==> config.mk <==
export PLATFORM = sky130hd
export DESIGN_NAME = systolic_result_drain
export DESIGN_NICKNAME = d
export VERILOG_FILES = /design/src/rtl/systolic_result_drain.sv
export SDC_FILE = /design/constraint.sdc
export NUM_CORES = 1
export LEC_CHECK = 0
export BUFFER_PORTS_ARGS = -buffer_cell sky130_fd_sc_hd__buf_2
export CELL_PAD_IN_SITES_DETAIL_PLACEMENT = 0
export CELL_PAD_IN_SITES_GLOBAL_PLACEMENT = 1
export CORE_MARGIN = 10
export CORE_UTILIZATION = 53
export DETAILED_ROUTE_END_ITERATION = 6
export GPL_TIMING_DRIVEN = 0
export MAX_ROUTING_LAYER = met4
export PLACE_DENSITY_LB_ADDON = 0.1
export RECOVER_POWER = 50
export SYNTH_ARGS = -nofsm -noshare
export SYNTH_HDL_FRONTEND = slang
export SYNTH_SLANG_ARGS = --single-unit
==> constraint.sdc <==
create_clock -name clk -period 10.85 [get_ports clk]
set_input_delay 0.5425 -clock clk [delete_from_list [all_inputs] [get_ports clk]]
set_output_delay 0.5425 -clock clk [all_outputs]
set_load 0.005 [all_outputs]
==> src/rtl/systolic_result_drain.sv <==
// ---------------------------------------------------------------------------
// systolic_result_drain
//   Receiving end of the systolic array result stream. Result rows arrive
//   over a valid/ready handshake, are buffered in a small show-ahead row
//   FIFO and are written one row per SRAM word at base + row*stride.
//   When the SRAM port stalls the FIFO fills and the array is backpressured.
//
// Optional feature macro: RESULT_DRAIN_RELU_EN
//   Defined   : when the latched cfg_relu is 1, negative lanes are written
//               as zero (clamp sits on the FIFO output path, no latency).
//   Undefined : cfg_relu is ignored, data is written bit-exact.
//
// Ports
//   clk, rst           clock, synchronous active-high reset
//   start              begin a drain job (sampled in IDLE only)
//   cfg_base_addr      first row address          (latched on start)
//   cfg_stride         address increment per row  (latched on start)
//   cfg_rows           rows to accept             (latched on start)
//   cfg_relu           ReLU select                (latched on start)
//   busy               high while the job is running or flushing
//   done               one-cycle completion pulse
//   result_valid/ready/data   row input handshake, lane c at [c*ACC_WIDTH +: ACC_WIDTH]
//   mem_wr_en/addr/data/ready SRAM write port, same lane packing
// ---------------------------------------------------------------------------
module systolic_result_drain #(
   parameter int unsigned ARRAY_SIZE = 4,
   parameter int unsigned ACC_WIDTH  = 32,
   parameter int unsigned ADDR_WIDTH = 10,
   parameter int unsigned FIFO_DEPTH = 4
) (
   input  logic                             clk,
   input  logic                             rst,
   input  logic                             start,
   input  logic [ADDR_WIDTH-1:0]            cfg_base_addr,
   input  logic [ADDR_WIDTH-1:0]            cfg_stride,
   input  logic [15:0]                      cfg_rows,
   input  logic                             cfg_relu,
   output logic                             busy,
   output logic                             done,
   input  logic                             result_valid,
   input  logic [ARRAY_SIZE*ACC_WIDTH-1:0]  result_data,
   output logic                             result_ready,
   output logic                             mem_wr_en,
   output logic [ADDR_WIDTH-1:0]            mem_wr_addr,
   output logic [ARRAY_SIZE*ACC_WIDTH-1:0]  mem_wr_data,
   input  logic                             mem_wr_ready
);

   localparam int unsigned DW = ARRAY_SIZE * ACC_WIDTH;
   localparam int unsigned PW = (FIFO_DEPTH > 1) ? $clog2(FIFO_DEPTH) : 1;
   localparam int unsigned CW = PW + 1;

   typedef enum logic [1:0] {
      S_IDLE,
      S_RUN,
      S_FLUSH,
      S_DONE
   } state_t;

   state_t                r_state;
   logic [ADDR_WIDTH-1:0] r_stride;
   logic [15:0]           r_rows;
   logic [15:0]           r_acc_cnt;
   logic [15:0]           r_wr_cnt;
   logic [ADDR_WIDTH-1:0] r_addr;

   logic [DW-1:0]         r_mem [FIFO_DEPTH];
   logic [PW-1:0]         r_wptr;
   logic [PW-1:0]         r_rptr;
   logic [CW-1:0]         r_count;

   logic                  w_full;
   logic                  w_empty;
   logic                  w_ready;
   logic                  w_push;
   logic                  w_pop;
   logic [CW-1:0]         w_count_next;
   logic [15:0]           w_acc_next;
   logic [15:0]           w_wr_next;
   logic [DW-1:0]         w_head;
   logic [DW-1:0]         w_out;

   assign w_full       = (r_count == CW'(FIFO_DEPTH));
   assign w_empty      = (r_count == '0);
   assign w_ready      = (r_state == S_RUN) && !w_full && (r_acc_cnt < r_rows);
   assign w_push       = result_valid && w_ready;
   assign w_pop        = !w_empty && mem_wr_ready;
   assign w_count_next = r_count + CW'(w_push) - CW'(w_pop);
   assign w_acc_next   = r_acc_cnt + 16'(w_push);
   assign w_wr_next    = r_wr_cnt + 16'(w_pop);
   assign w_head       = r_mem[r_rptr];

`ifdef RESULT_DRAIN_RELU_EN
   logic r_relu;

   always_comb begin
      w_out = w_head;
      if (r_relu) begin
         for (int unsigned c = 0; c < ARRAY_SIZE; c++) begin
            if (w_head[c*ACC_WIDTH + ACC_WIDTH - 1]) begin
               w_out[c*ACC_WIDTH +: ACC_WIDTH] = '0;
            end
         end
      end
   end
`else
   logic w_unused_relu;

   assign w_unused_relu = cfg_relu;
   assign w_out         = w_head;
`endif

   // Row storage carries no reset; stale contents are never visible because
   // the write data is forced to zero while the FIFO is empty.
   always_ff @(posedge clk) begin
      if (w_push) begin
         r_mem[r_wptr] <= result_data;
      end
   end

   // State transitions look at next-cycle counts so that FLUSH is entered on
   // the final accept edge and DONE on the final write edge.
   always_ff @(posedge clk) begin
      if (rst) begin
         r_state   <= S_IDLE;
         r_stride  <= '0;
         r_rows    <= '0;
         r_acc_cnt <= '0;
         r_wr_cnt  <= '0;
         r_addr    <= '0;
         r_wptr    <= '0;
         r_rptr    <= '0;
         r_count   <= '0;
`ifdef RESULT_DRAIN_RELU_EN
         r_relu    <= 1'b0;
`endif
      end else begin
         if (w_push) begin
            r_wptr <= r_wptr + PW'(1);
         end
         if (w_pop) begin
            r_rptr <= r_rptr + PW'(1);
            r_addr <= r_addr + r_stride;
         end
         r_count   <= w_count_next;
         r_acc_cnt <= w_acc_next;
         r_wr_cnt  <= w_wr_next;

         case (r_state)
            S_IDLE: begin
               if (start) begin
                  r_stride  <= cfg_stride;
                  r_rows    <= cfg_rows;
                  r_addr    <= cfg_base_addr;
                  r_acc_cnt <= '0;
                  r_wr_cnt  <= '0;
`ifdef RESULT_DRAIN_RELU_EN
                  r_relu    <= cfg_relu;
`endif
                  r_state   <= S_RUN;
               end
            end
            S_RUN: begin
               if (w_acc_next == r_rows) begin
                  r_state <= S_FLUSH;
               end
            end
            S_FLUSH: begin
               if ((w_wr_next == r_rows) && (w_count_next == '0)) begin
                  r_state <= S_DONE;
               end
            end
            S_DONE: begin
               r_state <= S_IDLE;
            end
            default: begin
               r_state <= S_IDLE;
            end
         endcase
      end
   end

   assign busy         = (r_state == S_RUN) || (r_state == S_FLUSH);
   assign done         = (r_state == S_DONE);
   assign result_ready = w_ready;
   assign mem_wr_en    = !w_empty;
   assign mem_wr_addr  = r_addr;
   assign mem_wr_data  = w_empty ? '0 : w_out;

endmodule

==> impl_metrics.prom, run 1 <==
# TYPE chip_impl_metric gauge
chip_impl_metric{name="worstMarginPinSlew",unit="ns"} 2.313
chip_impl_metric{name="synth-seq-cells",unit=""} 591
chip_impl_metric{name="route.antenna.remaining_nets",unit=""} 0
chip_impl_info{name="cts-root-buf",value="sky130_fd_sc_hd__clkbuf_16"} 1
chip_impl_metric{name="worst-r2r-setup-slack",unit="ns"} 4.87
chip_impl_metric{name="latest_clock_arrival_within_the_worst_skew_pair",unit="ns"} 0.62
chip_impl_metric{name="final-instance-count-excl-fill",unit=""} 2418
chip_impl_info{name="netlist.top_cell.by_area",value="sky130_fd_sc_hd__edfxtp_1"} 1
chip_impl_info{name="cp-end-kind",value="flop"} 1
chip_impl_metric{name="worst-endpoint-required",unit="ns"} 11.37
chip_impl_metric{name="max_clock_freq",unit="MHz"} 167.2
chip_impl_metric{name="timing.final.crit_period",unit="ns"} 5.979
chip_impl_info{name="grt_setup_unrepaired",value="no"} 1
chip_impl_info{name="yosys-top-cells-area",value="sky130_fd_sc_hd__edfxtp_1 64%, sky130_fd_sc_hd__mux4_2 12%, sky130_fd_sc_hd__dfxtp_1 6.6%, sky130_fd_sc_hd__and2_1 3.5%, sky130_fd_sc_hd__ha_1 2.0%"} 1
chip_impl_metric{name="initial_core_utilization",unit=""} 0.5397
chip_impl_metric{name="routed_via_density",unit=""} 5.439
chip_impl_metric{name="ys_async_sr_fraction",unit=""} 0
chip_impl_metric{name="arrival",unit="ns"} 6.50
chip_impl_metric{name="pd_cells",unit="nW/um^2"} 232.3
chip_impl_metric{name="fp.coreArea",unit="sq um"} 44510
chip_impl_metric{name="number_of_setup_violations_in_the_final_report",unit=""} 0
chip_impl_metric{name="multiInputGateArea",unit="sq um"} 6655
chip_impl_metric{name="cts_num_sinks",unit=""} 591
chip_impl_metric{name="detail_route.first_pass.iterations",unit=""} 5
chip_impl_info{name="violations",value="max-capacitance violations, max-slew violations"} 1
chip_impl_metric{name="regArea",unit="sq um"} 16960
chip_impl_metric{name="reg2reg_depth",unit=""} 20
chip_impl_info{name="critical_path_class",value="flop to flop"} 1
chip_impl_info{name="startpoint_type",value="flop"} 1
chip_impl_metric{name="n_fill_cell",unit=""} 3408
chip_impl_metric{name="antenna_violations_before_repair",unit=""} 16
chip_impl_metric{name="clkSlewWorstSetupHoldPaths",unit="ns"} 0.06
chip_impl_metric{name="drtIter0Drc",unit=""} 871
chip_impl_metric{name="vias",unit=""} 13150
chip_impl_metric{name="max_stage_delay",unit="ns"} 1.05
chip_impl_metric{name="fin_setup_tns",unit="ns"} 0
chip_impl_metric{name="syn_area",unit="sq um"} 24020
chip_impl_metric{name="cts.htree.levels",unit=""} 2
chip_impl_metric{name="detail_route.wl_per_cell",unit="um"} 22.36
chip_impl_info{name="outcome",value="finished with violations"} 1
chip_impl_metric{name="period_share",unit=""} 0.5511
chip_impl_metric{name="cp_num_buf_inv",unit=""} 3
chip_impl_metric{name="numPlacedInstances",unit=""} 2296
chip_impl_metric{name="place.detailed.hpwl",unit="um"} 36640
chip_impl_metric{name="yosysWarningCount",unit=""} 0
chip_impl_metric{name="instance_count_on_the_critical_path",unit=""} 20
chip_impl_metric{name="peakVddDrop",unit="mV"} 0.2166
chip_impl_metric{name="syn_inst",unit=""} 1387
chip_impl_metric{name="die-height",unit="um"} 232.9
chip_impl_metric{name="register_area_share_after_synthesis",unit=""} 0.7059
chip_impl_metric{name="ios",unit=""} 312
chip_impl_metric{name="postSynthNetCount",unit=""} 1598
chip_impl_metric{name="min_delay_path_depth",unit=""} 3
chip_impl_info{name="startpoint",value="r_rows[9]$_SDFFE_PP0P_"} 1
chip_impl_metric{name="grt_max_degree",unit=""} 59
chip_impl_metric{name="cts_hold_buffers",unit=""} 0
chip_impl_metric{name="groute.usage.overall",unit=""} 0.2048
chip_impl_info{name="critical_path.cell_chain",value="inv_1 > ha_1 > a21oi_1 > nor2b_1 > o21ai_0 > nand2b_1 > nor3b_1 > a21oi_1 > a211oi_1 > inv_1 > ha_1 > inv_1 > ha_1 > fa_1 > nor4_1 > nand4_4 > or4_1 > o41ai_2 > nand2_1 > a221oi_2"} 1
chip_impl_metric{name="timing.final.hold_violations",unit=""} 0
chip_impl_metric{name="layout-drive-gt1-share",unit=""} 0.2254
chip_impl_metric{name="synth_enable_flop_cells",unit=""} 512
chip_impl_metric{name="number_of_buffers_inserted_to_repair_setup_after_cts",unit=""} 0
chip_impl_metric{name="route.detailed.drc",unit=""} 0
chip_impl_metric{name="maxCapViolCount",unit=""} 3
chip_impl_info{name="class_of_the_worst_hold_path",value="input port to flop"} 1
chip_impl_info{name="critical_path.slowest_cell",value="sky130_fd_sc_hd__a211oi_1"} 1
chip_impl_metric{name="gp_congestion",unit=""} 0.8554
chip_impl_metric{name="critical_path_peak_fanout",unit=""} 8
chip_impl_metric{name="first_pass_grt_wire_length",unit="um"} 81350
chip_impl_metric{name="post-synth-top-area-fraction",unit=""} 0.6400
chip_impl_info{name="r2r_start",value="r_rows[9]$_SDFFE_PP0P_"} 1
chip_impl_metric{name="finalMaxSlewViolations",unit=""} 71
chip_impl_metric{name="total_leakage_power",unit="nW"} 9.544
chip_impl_metric{name="area.growth.synth_to_final",unit="%"} 18.14
chip_impl_info{name="layout.cells.most_common",value="sky130_fd_sc_hd__edfxtp_1"} 1
chip_impl_info{name="reg_to_reg_end",value="r_state[0]$_SDFFE_PP0P_"} 1
chip_impl_info{name="synth_flop_cell",value="sky130_fd_sc_hd__edfxtp_1"} 1
chip_impl_info{name="worst_setup_path_endpoint",value="r_state[0]$_SDFFE_PP0P_"} 1
chip_impl_metric{name="cts_resized",unit=""} 0
chip_impl_metric{name="die_width",unit="um"} 232.9
chip_impl_metric{name="timing.max_slew.rel_slack",unit=""} -0.5428
chip_impl_metric{name="final_hold_slack",unit="ns"} 0.1687
chip_impl_info{name="tritoncts",value="done"} 1
chip_impl_metric{name="first_global_vias",unit=""} 13640
chip_impl_metric{name="skew",unit="ns"} 0.01250
chip_impl_info{name="commonest_cells_after_routing_fill_and_taps_aside",value="512 x sky130_fd_sc_hd__edfxtp_1, 203 x sky130_fd_sc_hd__clkbuf_1, 171 x sky130_fd_sc_hd__buf_2"} 1
chip_impl_metric{name="fp.dieArea",unit="sq um"} 54240
chip_impl_metric{name="core.rowCount",unit=""} 77
chip_impl_metric{name="totalWireLength",unit="um"} 54060
chip_impl_metric{name="globalRoute.totalOverflow",unit=""} 0
chip_impl_metric{name="final_net_count",unit=""} 1976
chip_impl_metric{name="tritoncts.num_buffers",unit=""} 59
chip_impl_metric{name="clock_path_buffers",unit=""} 3
chip_impl_metric{name="synth_area_per_cell",unit="sq um"} 17.32
chip_impl_info{name="cp_top_family",value="compound AO/OA/AOI/OAI gates"} 1
chip_impl_metric{name="placement.io_buffers",unit=""} 309
chip_impl_metric{name="synth.distinct_cells",unit=""} 67
chip_impl_metric{name="total_power",unit="mW"} 6.593
==> power by group <==
group	switching [mW]	total [mW]	internal [mW]	leakage [nW]
registers	0.0612	2.69	2.63	5.26
clock network	0.829	2.10	1.27	0.979
logic	0.982	1.80	0.821	3.30
==> cell families (layout without fill, tap and decap cells) <==
family,count (synthesis),count (layout),synth area share
AND/OR/NAND/NOR,360,360,0.08157
AO/OA/AOI/OAI,96,96,0.02599
buffers and inverters,99,522,0.01625
flip-flops,591,591,0.7059
XOR/XNOR,67,67,0.02620
multiplexers,133,133,0.1221
other,0,16,0
adder cells (fa/ha/maj),41,41,0.02198
==> worst reg2reg max path, delay by kind of cell, from the launching register on <==
kind,cells,cell delay (ns)
compound gates,6,2.14
fa+ha+maj,4,1.33
buf+inv,3,0.30
flops,1,0.39
simple gates,7,1.75
==> through the flow <==
step	cell area, sq um	worst slack, ns	utilization
finish	28380	4.871	0.6376
global route	28380	4.471	0.6376
CTS	28550	4.757	0.6413
detailed placement	26540	4.837	0.5963
global placement	26310	2.218	0.5911
floorplan	24020	5.332	-
==> registers in the layout (all words and copies together), names as in the netlist, named ones only <==
signal	count
r_stride	10
r_mem	512
mem_wr_addr	10
r_rptr	2
r_acc_cnt	16
r_rows	16
r_count	3
r_wptr	2
r_state	2
r_wr_cnt	16
==> cell type report <==
class	count	share of cell area
well taps	592	0.02610
plain buffers	66	0.009391
multi-input cells	697	0.2345
flip-flops and latches	591	0.5975
clock buffers	76	0.05502
diodes	16	0.001411
inverters	33	0.004365
repair buffers	317	0.05604
clock inverters	30	0.01570
==> Yosys cell counts, types with 2 or more instances <==
cell type                   count
sky130_fd_sc_hd__nand4_1       11
sky130_fd_sc_hd__ha_1          39
sky130_fd_sc_hd__fa_1           2
sky130_fd_sc_hd__inv_1         32
sky130_fd_sc_hd__o2111ai_1      2
sky130_fd_sc_hd__mux2i_1        4
sky130_fd_sc_hd__dfxtp_1       79
sky130_fd_sc_hd__a311oi_1       2
sky130_fd_sc_hd__xor2_1        21
sky130_fd_sc_hd__nand2_1       82
sky130_fd_sc_hd__o21ai_0       15
sky130_fd_sc_hd__or4_1          3
sky130_fd_sc_hd__nand3_4        2
sky130_fd_sc_hd__a2111oi_0      2
sky130_fd_sc_hd__buf_2          3
sky130_fd_sc_hd__nor4_1         3
sky130_fd_sc_hd__o211ai_1       6
sky130_fd_sc_hd__a31o_2         2
sky130_fd_sc_hd__and2_1       135
sky130_fd_sc_hd__nor2b_1        8
sky130_fd_sc_hd__nor2_1        56
sky130_fd_sc_hd__and3_1         8
sky130_fd_sc_hd__a21o_1         4
sky130_fd_sc_hd__nand3_1       12
sky130_fd_sc_hd__or3_1          4
sky130_fd_sc_hd__clkbuf_1      42
sky130_fd_sc_hd__xnor3_1        2
sky130_fd_sc_hd__nand3b_1       4
sky130_fd_sc_hd__xnor2_1       43
sky130_fd_sc_hd__nand2b_1       4
sky130_fd_sc_hd__and4_1         5
sky130_fd_sc_hd__mux4_2       128
sky130_fd_sc_hd__buf_1         18
sky130_fd_sc_hd__a211oi_1       4
sky130_fd_sc_hd__nor3_1        13
sky130_fd_sc_hd__a21oi_1       45
sky130_fd_sc_hd__edfxtp_1     512
==> worst min path at each step <==
stage          slack, ns                     start                       end
2_1_floorplan       0.44  r_stride[0]$_SDFFE_PP0P_  r_stride[0]$_SDFFE_PP0P_
3_3_place_gp        0.45  r_stride[3]$_SDFFE_PP0P_  r_stride[3]$_SDFFE_PP0P_
3_5_place_dp        0.45  r_stride[8]$_SDFFE_PP0P_  r_stride[8]$_SDFFE_PP0P_
4_1_cts             0.10           result_data[60]    r_mem[0][60]$_DFFE_PP_
5_1_grt             0.15               cfg_rows[8]    r_rows[8]$_SDFFE_PP0P_
6_report            0.17               cfg_rows[1]    r_rows[1]$_SDFFE_PP0P_
==> layer usage <==
layer / wire, um / GRT usage
met1: 22860 / 0.2611
met3: 4014 / 0.06060
met2: 26310 / 0.3187
met4: 867 / 0.05255
met5: 0 / -
Power figures use the tool's default switching activity.
==> run 2, diff against run 1 <==
- ABC_AREA: default -> 1
- CORE_UTILIZATION: 53 -> 46
- clock period: 10.85 -> 6 ns (I/O delays scaled with it)
==> run 2 against run 1 <==
  * The run still ends with max-capacitance violations, max-slew violations left
  * Sequential share of layout area decreased by 4.8 points
  * Non-clock buffer count increased by 207
  * Total power increased by 91%
  * Sequential power increased by 81%
  * Combinational power increased by 100%
  * Hold slack got worse by 0.15 ns
  * Flip-flop and latch count unchanged
  * Clock power increased by 96%
  * Fmax increased by 33%
  * First-iteration DRC count increased by 44%
  * Cell count increased by 46%
  * Count of clock-buffer cells in the layout increased by 6
==> impl_metrics.prom, run 2 <==
# TYPE chip_impl_metric gauge
chip_impl_metric{name="regArea",unit="sq um"} 16960
chip_impl_metric{name="syn_inst",unit=""} 2228
chip_impl_metric{name="number_of_setup_violations_in_the_final_report",unit=""} 0
chip_impl_metric{name="first_pass_grt_wire_length",unit="um"} 105200
chip_impl_metric{name="timing.max_slew.rel_slack",unit=""} -0.2833
chip_impl_info{name="cp-end-kind",value="flop"} 1
chip_impl_info{name="top_usage_layer",value="met2"} 1
chip_impl_metric{name="n_fill_cell",unit=""} 4389
chip_impl_metric{name="pd_cells",unit="nW/um^2"} 408.1
chip_impl_info{name="violations",value="max-capacitance violations, max-slew violations"} 1
chip_impl_info{name="cts-root-buf",value="sky130_fd_sc_hd__clkbuf_16"} 1
chip_impl_metric{name="met1_usage",unit=""} 0.2673
chip_impl_metric{name="grt_use_met2",unit=""} 0.3738
chip_impl_metric{name="route.antenna.remaining_nets",unit=""} 0
chip_impl_metric{name="number_of_buffers_inserted_to_repair_setup_after_cts",unit=""} 0
chip_impl_metric{name="finalMaxSlewViolations",unit=""} 38
chip_impl_metric{name="syn_area",unit="sq um"} 24470
chip_impl_metric{name="register_area_share_after_synthesis",unit=""} 0.6929
chip_impl_metric{name="groute.layer.met3.usage",unit=""} 0.03438
chip_impl_info{name="biggest_register",value="r_mem"} 1
chip_impl_info{name="synth_flop_cell",value="sky130_fd_sc_hd__edfxtp_1"} 1
chip_impl_metric{name="total_leakage_power",unit="nW"} 11.16
chip_impl_metric{name="synth_area_per_cell",unit="sq um"} 10.98
chip_impl_metric{name="largest_register_ffs",unit=""} 512
chip_impl_info{name="outcome",value="finished with violations"} 1
chip_impl_metric{name="core.rowCount",unit=""} 84
chip_impl_metric{name="skew",unit="ns"} 0.02163
chip_impl_metric{name="gp_congestion",unit=""} 0.8542
chip_impl_metric{name="maxCapViolCount",unit=""} 2
chip_impl_metric{name="max_stage_delay",unit="ns"} 1.39
chip_impl_metric{name="tritoncts.num_buffers",unit=""} 67
chip_impl_metric{name="cts.htree.levels",unit=""} 3
chip_impl_metric{name="final_core_utilization",unit=""} 0.5865
chip_impl_metric{name="detail_route.wl_per_cell",unit="um"} 19.78
chip_impl_info{name="class_of_the_worst_hold_path",value="input port to flop"} 1
chip_impl_metric{name="cts_hold_buffers",unit=""} 146
chip_impl_metric{name="place.detailed.hpwl",unit="um"} 46950
chip_impl_metric{name="clock_path_buffers",unit=""} 3
chip_impl_info{name="tritoncts",value="done"} 1
chip_impl_metric{name="area.growth.synth_to_final",unit="%"} 26.20
chip_impl_metric{name="route.detailed.drc",unit=""} 0
chip_impl_metric{name="post-synth-top-area-fraction",unit=""} 0.6283
chip_impl_metric{name="critical_path_peak_fanout",unit=""} 26
chip_impl_metric{name="peakVddDrop",unit="mV"} 0.3932
chip_impl_info{name="critical_path.cell_chain",value="inv_1 > ha_1 > a21oi_1 > o21ai_0 > a21oi_1 > nand3_1 > inv_1 > nand2_1 > nor2_4 > clkbuf_1 > buf_12 > buf_16 > buf_12"} 1
chip_impl_metric{name="layout-drive-gt1-share",unit=""} 0.1106
chip_impl_metric{name="totalWireLength",unit="um"} 69700
chip_impl_info{name="grt_setup_unrepaired",value="no"} 1
chip_impl_metric{name="vias",unit=""} 18250
chip_impl_metric{name="yosysWarningCount",unit=""} 0
chip_impl_metric{name="detail_route.first_pass.iterations",unit=""} 5
chip_impl_metric{name="clkSlewWorstSetupHoldPaths",unit="ns"} 0.06
chip_impl_metric{name="postSynthNetCount",unit=""} 2439
chip_impl_info{name="commonest_cells_after_routing_fill_and_taps_aside",value="600 x sky130_fd_sc_hd__nor2_1, 512 x sky130_fd_sc_hd__edfxtp_1, 299 x sky130_fd_sc_hd__o21ai_0"} 1
chip_impl_metric{name="synth-seq-cells",unit=""} 591
chip_impl_metric{name="fp.coreArea",unit="sq um"} 52660
chip_impl_metric{name="synth_enable_flop_cells",unit=""} 512
chip_impl_metric{name="final-instance-count-excl-fill",unit=""} 3523
chip_impl_info{name="netlist.top_cell.by_area",value="sky130_fd_sc_hd__edfxtp_1"} 1
chip_impl_metric{name="final_hold_slack",unit="ns"} 0.02255
chip_impl_metric{name="worstMarginPinSlew",unit="ns"} 1.925
chip_impl_metric{name="cts_resized",unit=""} 0
chip_impl_metric{name="latest_clock_arrival_within_the_worst_skew_pair",unit="ns"} 0.59
chip_impl_metric{name="multiInputGateArea",unit="sq um"} 6778
chip_impl_metric{name="fp.dieArea",unit="sq um"} 62830
chip_impl_metric{name="die_width",unit="um"} 250.7
chip_impl_metric{name="final_net_count",unit=""} 2985
chip_impl_metric{name="placement.io_buffers",unit=""} 310
chip_impl_metric{name="first_global_vias",unit=""} 18100
chip_impl_metric{name="timing.final.hold_violations",unit=""} 0
chip_impl_info{name="layout.cells.most_common",value="sky130_fd_sc_hd__nor2_1"} 1
chip_impl_metric{name="drtIter0Drc",unit=""} 1253
chip_impl_metric{name="antenna_violations_before_repair",unit=""} 13
chip_impl_metric{name="synth.distinct_cells",unit=""} 36
chip_impl_metric{name="max_clock_freq",unit="MHz"} 222.1
chip_impl_metric{name="period_share",unit=""} 0.7503
chip_impl_metric{name="grt_max_degree",unit=""} 28
chip_impl_info{name="yosys-top-cells-area",value="sky130_fd_sc_hd__edfxtp_1 63%, sky130_fd_sc_hd__nor2_1 9.2%, sky130_fd_sc_hd__dfxtp_1 6.5%, sky130_fd_sc_hd__o21ai_0 6.1%, sky130_fd_sc_hd__a21oi_1 3.9%"} 1
chip_impl_metric{name="postLayoutCellArea",unit="sq um"} 30880
chip_impl_metric{name="globalRoute.totalOverflow",unit=""} 0
chip_impl_info{name="startpoint_type",value="flop"} 1
chip_impl_metric{name="worst-endpoint-required",unit="ns"} 6.27
chip_impl_metric{name="cts_num_sinks",unit=""} 591
chip_impl_metric{name="ios",unit=""} 312
chip_impl_metric{name="postPlaceCellArea",unit="sq um"} 27370
chip_impl_metric{name="die-height",unit="um"} 250.7
chip_impl_info{name="most_repeated_cell_in_the_gate_level_netlist_after_synthesis",value="sky130_fd_sc_hd__nor2_1"} 1
chip_impl_metric{name="groute.usage.overall",unit=""} 0.2216
chip_impl_metric{name="numPlacedInstances",unit=""} 3247
chip_impl_info{name="critical_path.slowest_cell",value="sky130_fd_sc_hd__clkbuf_1"} 1
chip_impl_info{name="critical_path_class",value="flop to flop"} 1
chip_impl_metric{name="arrival",unit="ns"} 4.77
chip_impl_metric{name="ys_async_sr_fraction",unit=""} 0
chip_impl_metric{name="timing.final.crit_period",unit="ns"} 4.502
chip_impl_info{name="synth.cells.most_frequent",value="603 x sky130_fd_sc_hd__nor2_1, 512 x sky130_fd_sc_hd__edfxtp_1, 299 x sky130_fd_sc_hd__o21ai_0"} 1
chip_impl_metric{name="initial_core_utilization",unit=""} 0.4648
chip_impl_metric{name="routed_via_density",unit=""} 5.179
run 2: changes by cell type after synthesis, sizes merged, moves of 57 or more:
cell    previous run  this run
nand2             82       178
and2             135         1
a21oi             45       192
mux4             128         0
nor2              56       613
clkbuf            44       101
o21ai             15       308
run 2: kinds of logic (layout without fill, tap and decap cells):
family                   Yosys count  after routing  share of synthesized area
AND/OR/NAND/NOR                  863            863                     0.1395
flip-flops                       591            591                     0.6929
AO/OA/AOI/OAI                    513            513                     0.1069
buffers and inverters            202            795                    0.03098
adder cells (fa/ha/maj)           41             41                    0.02158
XOR/XNOR                          18             18                   0.008129
other                              0             14                          0
run 2: critical path, delay by kind of cell, from the launching register on:
family / cells / cell delay, ns
AO/OA/AOI/OAI: 3 / 0.50
adder cells (fa/ha/maj): 1 / 0.33
flip-flops: 1 / 0.40
buffers and inverters: 6 / 2.34
AND/OR/NAND/NOR: 3 / 0.54
run 2: final cells by class:
type,count,share of cell area
timing repair buffer,477,0.1060
multi-input combinational,1435,0.2195
clock buffer,82,0.06024
buffer,113,0.01373
tap,688,0.02787
antenna,14,0.001134
sequential,591,0.5490
clock inverter,34,0.01171
inverter,89,0.01082
run 2: per-layer routing:
layer	wire [um]	vias to the layer above
met5	0	-
met3	3777	125
li1	-	8841
met4	1821	0
met2	35160	516
met1	28950	8764
run 2: stage by stage:
stage | TNS [ns] | setup slack (ns) | total power [mW]
floorplan | -688.70 | -1.345 | 6.817
global placement | -3299.09 | -6.596 | 8.555
detailed placement | 0 | 1.694 | 8.560
CTS | 0 | 1.649 | 12.76
global route | 0 | 1.263 | 13.29
finish | 0 | 1.498 | 12.60
run 2: worst paths after layout:
check	start	end	slack (ns)	cells after the start
worst max-delay path	r_rows[13]$_SDFFE_PP0P_	r_mem[1][69]$_DFFE_PP_	1.50	13
worst min-delay path	cfg_stride[2]	r_stride[2]$_SDFFE_PP0P_	0.02	3
worst max register to register	r_rows[13]$_SDFFE_PP0P_	r_mem[1][69]$_DFFE_PP_	1.50	13
worst min register to register	r_rptr[0]$_SDFFE_PP0P_	r_rptr[0]$_SDFFE_PP0P_	0.49	1
run 2: report_power, final:
| group | internal [mW] | total, mW | switching (mW) |
|---|---|---|---|
| Clock | 2.54 | 4.12 | 1.58 |
| Sequential | 4.76 | 4.87 | 0.117 |
| Combinational | 1.21 | 3.61 | 2.40 |
==> run 3, diff against run 2 <==
- ABC_AREA: 1 -> 0
- CORE_UTILIZATION: 46 -> 49
- clock period: 6 -> 4.2 ns (I/O delays scaled with it)
==> run 3 against run 2 <==
  * The flow finishes with violations (negative setup slack)
  * Global-route usage decreased by 2.2 points
  * Via count decreased by 24%
  * Sequential power increased by 43%
  * Flip-flop and latch count unchanged
  * First-iteration DRC count decreased by 40%
  * Cell area decreased by 2.7%
  * Combinational power increased by 38%
  * Clock skew decreased by 0.0015 ns
  * Wire length decreased by 19%
==> impl_metrics.prom, run 3 (same netlist as run 1, synthesis figures left out) <==
# TYPE chip_impl_metric gauge
chip_impl_info{name="outcome",value="finished with violations"} 1
chip_impl_info{name="violations",value="negative setup slack"} 1
chip_impl_metric{name="timing.max_slew.rel_slack",unit=""} 0.3837
chip_impl_metric{name="drtIter0Drc",unit=""} 753
chip_impl_metric{name="total_leakage_power",unit="nW"} 10.15
chip_impl_metric{name="initial_core_utilization",unit=""} 0.4928
chip_impl_metric{name="critical_path_peak_fanout",unit=""} 8
chip_impl_metric{name="first_global_vias",unit=""} 14570
chip_impl_metric{name="totalWireLength",unit="um"} 56540
chip_impl_metric{name="route.detailed.drc",unit=""} 0
chip_impl_metric{name="routed_via_density",unit=""} 5.226
chip_impl_metric{name="pd_cells",unit="nW/um^2"} 553.8
chip_impl_info{name="critical_path_class",value="flop to flop"} 1
chip_impl_metric{name="p_switching",unit="mW"} 4.926
chip_impl_metric{name="preCtsSetupSlack",unit="ns"} -0.9966
chip_impl_metric{name="largest_register_ffs",unit=""} 512
chip_impl_metric{name="worst-endpoint-required",unit="ns"} 4.67
chip_impl_metric{name="worst-r2r-setup-slack",unit="ns"} -0.31
chip_impl_metric{name="number_of_setup_violations_in_the_final_report",unit=""} 2
chip_impl_metric{name="layout-drive-gt1-share",unit=""} 0.2213
chip_impl_metric{name="cts.htree.levels",unit=""} 2
chip_impl_metric{name="power.sequential.fraction",unit=""} 0.418
chip_impl_metric{name="numPlacedInstances",unit=""} 2368
chip_impl_metric{name="peakVddDrop",unit="mV"} 0.4563
chip_impl_metric{name="fp.coreArea",unit="sq um"} 48750
chip_impl_metric{name="globalRoute.totalOverflow",unit=""} 0
chip_impl_metric{name="fp.dieArea",unit="sq um"} 58280
chip_impl_info{name="critical_path.slowest_cell",value="sky130_fd_sc_hd__or3_1"} 1
chip_impl_metric{name="die-height",unit="um"} 241.4
chip_impl_metric{name="max_clock_freq",unit="MHz"} 221.5
chip_impl_metric{name="final_net_count",unit=""} 2147
chip_impl_metric{name="ios",unit=""} 312
chip_impl_metric{name="finalMaxSlewViolations",unit=""} 0
chip_impl_metric{name="detail_route.wl_per_cell",unit="um"} 21.29
chip_impl_metric{name="clock_path_buffers",unit=""} 3
chip_impl_metric{name="grt_max_degree",unit=""} 54
chip_impl_info{name="class_of_the_worst_hold_path",value="input port to flop"} 1
chip_impl_metric{name="switching_share",unit=""} 0.2960
chip_impl_info{name="critical_path.cell_chain",value="or3_1 > nand2_1 > clkinv_1 > ha_4 > inv_2 > ha_4 > fa_1 > nor4_4 > nand4_4 > or4_4 > o41ai_4 > nand2_2 > mux2i_1 > nor2_1"} 1
chip_impl_metric{name="n_fill_cell",unit=""} 3752
chip_impl_metric{name="gp_congestion",unit=""} 0.8359
chip_impl_metric{name="groute.usage.overall",unit=""} 0.1993
chip_impl_metric{name="area.growth.synth_to_final",unit="%"} 25.10
chip_impl_metric{name="placement.io_buffers",unit=""} 309
chip_impl_metric{name="worstMarginPinSlew",unit="ns"} 0.9245
chip_impl_metric{name="cts_num_sinks",unit=""} 591
chip_impl_info{name="startpoint_type",value="flop"} 1
chip_impl_metric{name="p_int",unit="mW"} 11.71
chip_impl_metric{name="core.rowCount",unit=""} 81
chip_impl_info{name="cts-root-buf",value="sky130_fd_sc_hd__clkbuf_16"} 1
chip_impl_metric{name="max_stage_delay",unit="ns"} 0.54
chip_impl_metric{name="tritoncts.num_buffers",unit=""} 57
chip_impl_metric{name="period_share",unit=""} 1.075
chip_impl_metric{name="vias",unit=""} 13880
chip_impl_metric{name="die_width",unit="um"} 241.4
chip_impl_metric{name="route.antenna.remaining_nets",unit=""} 0
chip_impl_metric{name="arrival",unit="ns"} 4.98
chip_impl_info{name="tritoncts",value="done"} 1
chip_impl_info{name="crit_top_cell",value="sky130_fd_sc_hd__ha_4"} 1
chip_impl_metric{name="clkSlewWorstSetupHoldPaths",unit="ns"} 0.06
chip_impl_info{name="layout.cells.most_common",value="sky130_fd_sc_hd__edfxtp_1"} 1
chip_impl_info{name="commonest_cells_after_routing_fill_and_taps_aside",value="512 x sky130_fd_sc_hd__edfxtp_1, 208 x sky130_fd_sc_hd__clkbuf_1, 173 x sky130_fd_sc_hd__buf_2"} 1
chip_impl_metric{name="timing.final.crit_period",unit="ns"} 4.514
chip_impl_metric{name="final_core_utilization",unit=""} 0.6164
chip_impl_info{name="grt_setup_unrepaired",value="yes"} 1
chip_impl_metric{name="skew",unit="ns"} 0.02015
chip_impl_metric{name="latest_clock_arrival_within_the_worst_skew_pair",unit="ns"} 0.61
chip_impl_metric{name="detail_route.first_pass.iterations",unit=""} 5
chip_impl_metric{name="antenna_violations_before_repair",unit=""} 11
chip_impl_metric{name="final-instance-count-excl-fill",unit=""} 2656
chip_impl_metric{name="share_clk_of_total_power",unit=""} 0.282
chip_impl_metric{name="layout_setup_ws",unit="ns"} -0.3137
chip_impl_metric{name="power.share.combinational",unit=""} 0.300
chip_impl_metric{name="maxCapViolCount",unit=""} 0
chip_impl_metric{name="first_pass_grt_wire_length",unit="um"} 85510
chip_impl_info{name="biggest_register",value="r_mem"} 1
chip_impl_metric{name="timing.final.hold_violations",unit=""} 0
chip_impl_info{name="cp-end-kind",value="flop"} 1
chip_impl_metric{name="total_power",unit="mW"} 16.64
chip_impl_metric{name="place.detailed.hpwl",unit="um"} 37270
run 3: metal layers:
metal  track usage  up-vias  wire length [um]
li1              -     6461                 -
met1        0.2565     7067             23980
met2        0.3187      276             28380
met3       0.04095       76              3085
met4       0.05525        0              1092
met5             -        -                 0
run 3: timing repair:
item	4_1_cts	5_1_grt
endpoints found under the hold margin	551	0
gates resized for setup	27	2
setup buffers	6	2
cloned	0	0
hold buffers	165	0
endpoints found under the setup margin	2	2
pin swaps	16	11
run 3: power groups by stage:
| stage | clock, mW | sequential [mW] | combinational (mW) |
|---|---|---|---|
| global route | 5.05 | 6.98 | 5.49 |
| global placement | 0 | 7.09 | 4.84 |
| CTS | 4.81 | 6.95 | 5.15 |
| finish | 4.70 | 6.95 | 4.99 |
| detailed placement | 0 | 7.07 | 4.90 |
| floorplan | 0 | 7.03 | 2.81 |
run 3: cell type report:
| class | instances | area [sq um] | share of cell area |
|---|---|---|---|
| Clock buffer | 84 | 1548 | 0.05150 |
| Sequential cell | 591 | 16980 | 0.5649 |
| Multi-Input combinational cell | 697 | 6832 | 0.2273 |
| Clock inverter | 18 | 132.6 | 0.004414 |
| Tap cell | 664 | 830.8 | 0.02765 |
| Buffer | 66 | 266.5 | 0.008869 |
| Timing Repair Buffer | 490 | 3301 | 0.1098 |
| Inverter | 33 | 131.4 | 0.004372 |
| Antenna cell | 13 | 32.53 | 0.001083 |
run 3: path summary, 6_finish.rpt:
path	start	endpoint	cells after the start
setup / recovery	r_count[2]$_SDFF_PP0_	r_state[1]$_SDFFE_PP0P_	14
hold / removal	mem_wr_ready	mem_wr_addr[9]$_SDFF_PP0_	4
setup reg to reg	r_count[2]$_SDFF_PP0_	r_state[1]$_SDFFE_PP0P_	14
hold reg to reg	r_stride[5]$_SDFFE_PP0P_	r_stride[5]$_SDFFE_PP0P_	2
run 3: through the flow:
| step | setup TNS, ns | hold slack, ns | cell area [sq um] |
|---|---|---|---|
| after detailed placement | -1.979 | 0.4265 | 26680 |
| final | -0.6186 | 0.2819 | 30050 |
| after CTS | -0.7987 | 0.2257 | 30160 |
| after floorplan | 0 | 0.3089 | 24080 |
| after global routing | -0.9619 | 0.2645 | 30040 |
| after global placement | -736.47 | 0.4200 | 26460 |
run 3: worst max-delay path, delay by kind of cell, from the launching register on:
kind                     cells  cell delay [ns]
AND/OR/NAND/NOR              7             2.04
adder cells (fa/ha/maj)      3             1.06
buffers and inverters        2             0.49
flip-flops                   1             0.33
AO/OA/AOI/OAI                1             0.28
multiplexers                 1             0.16
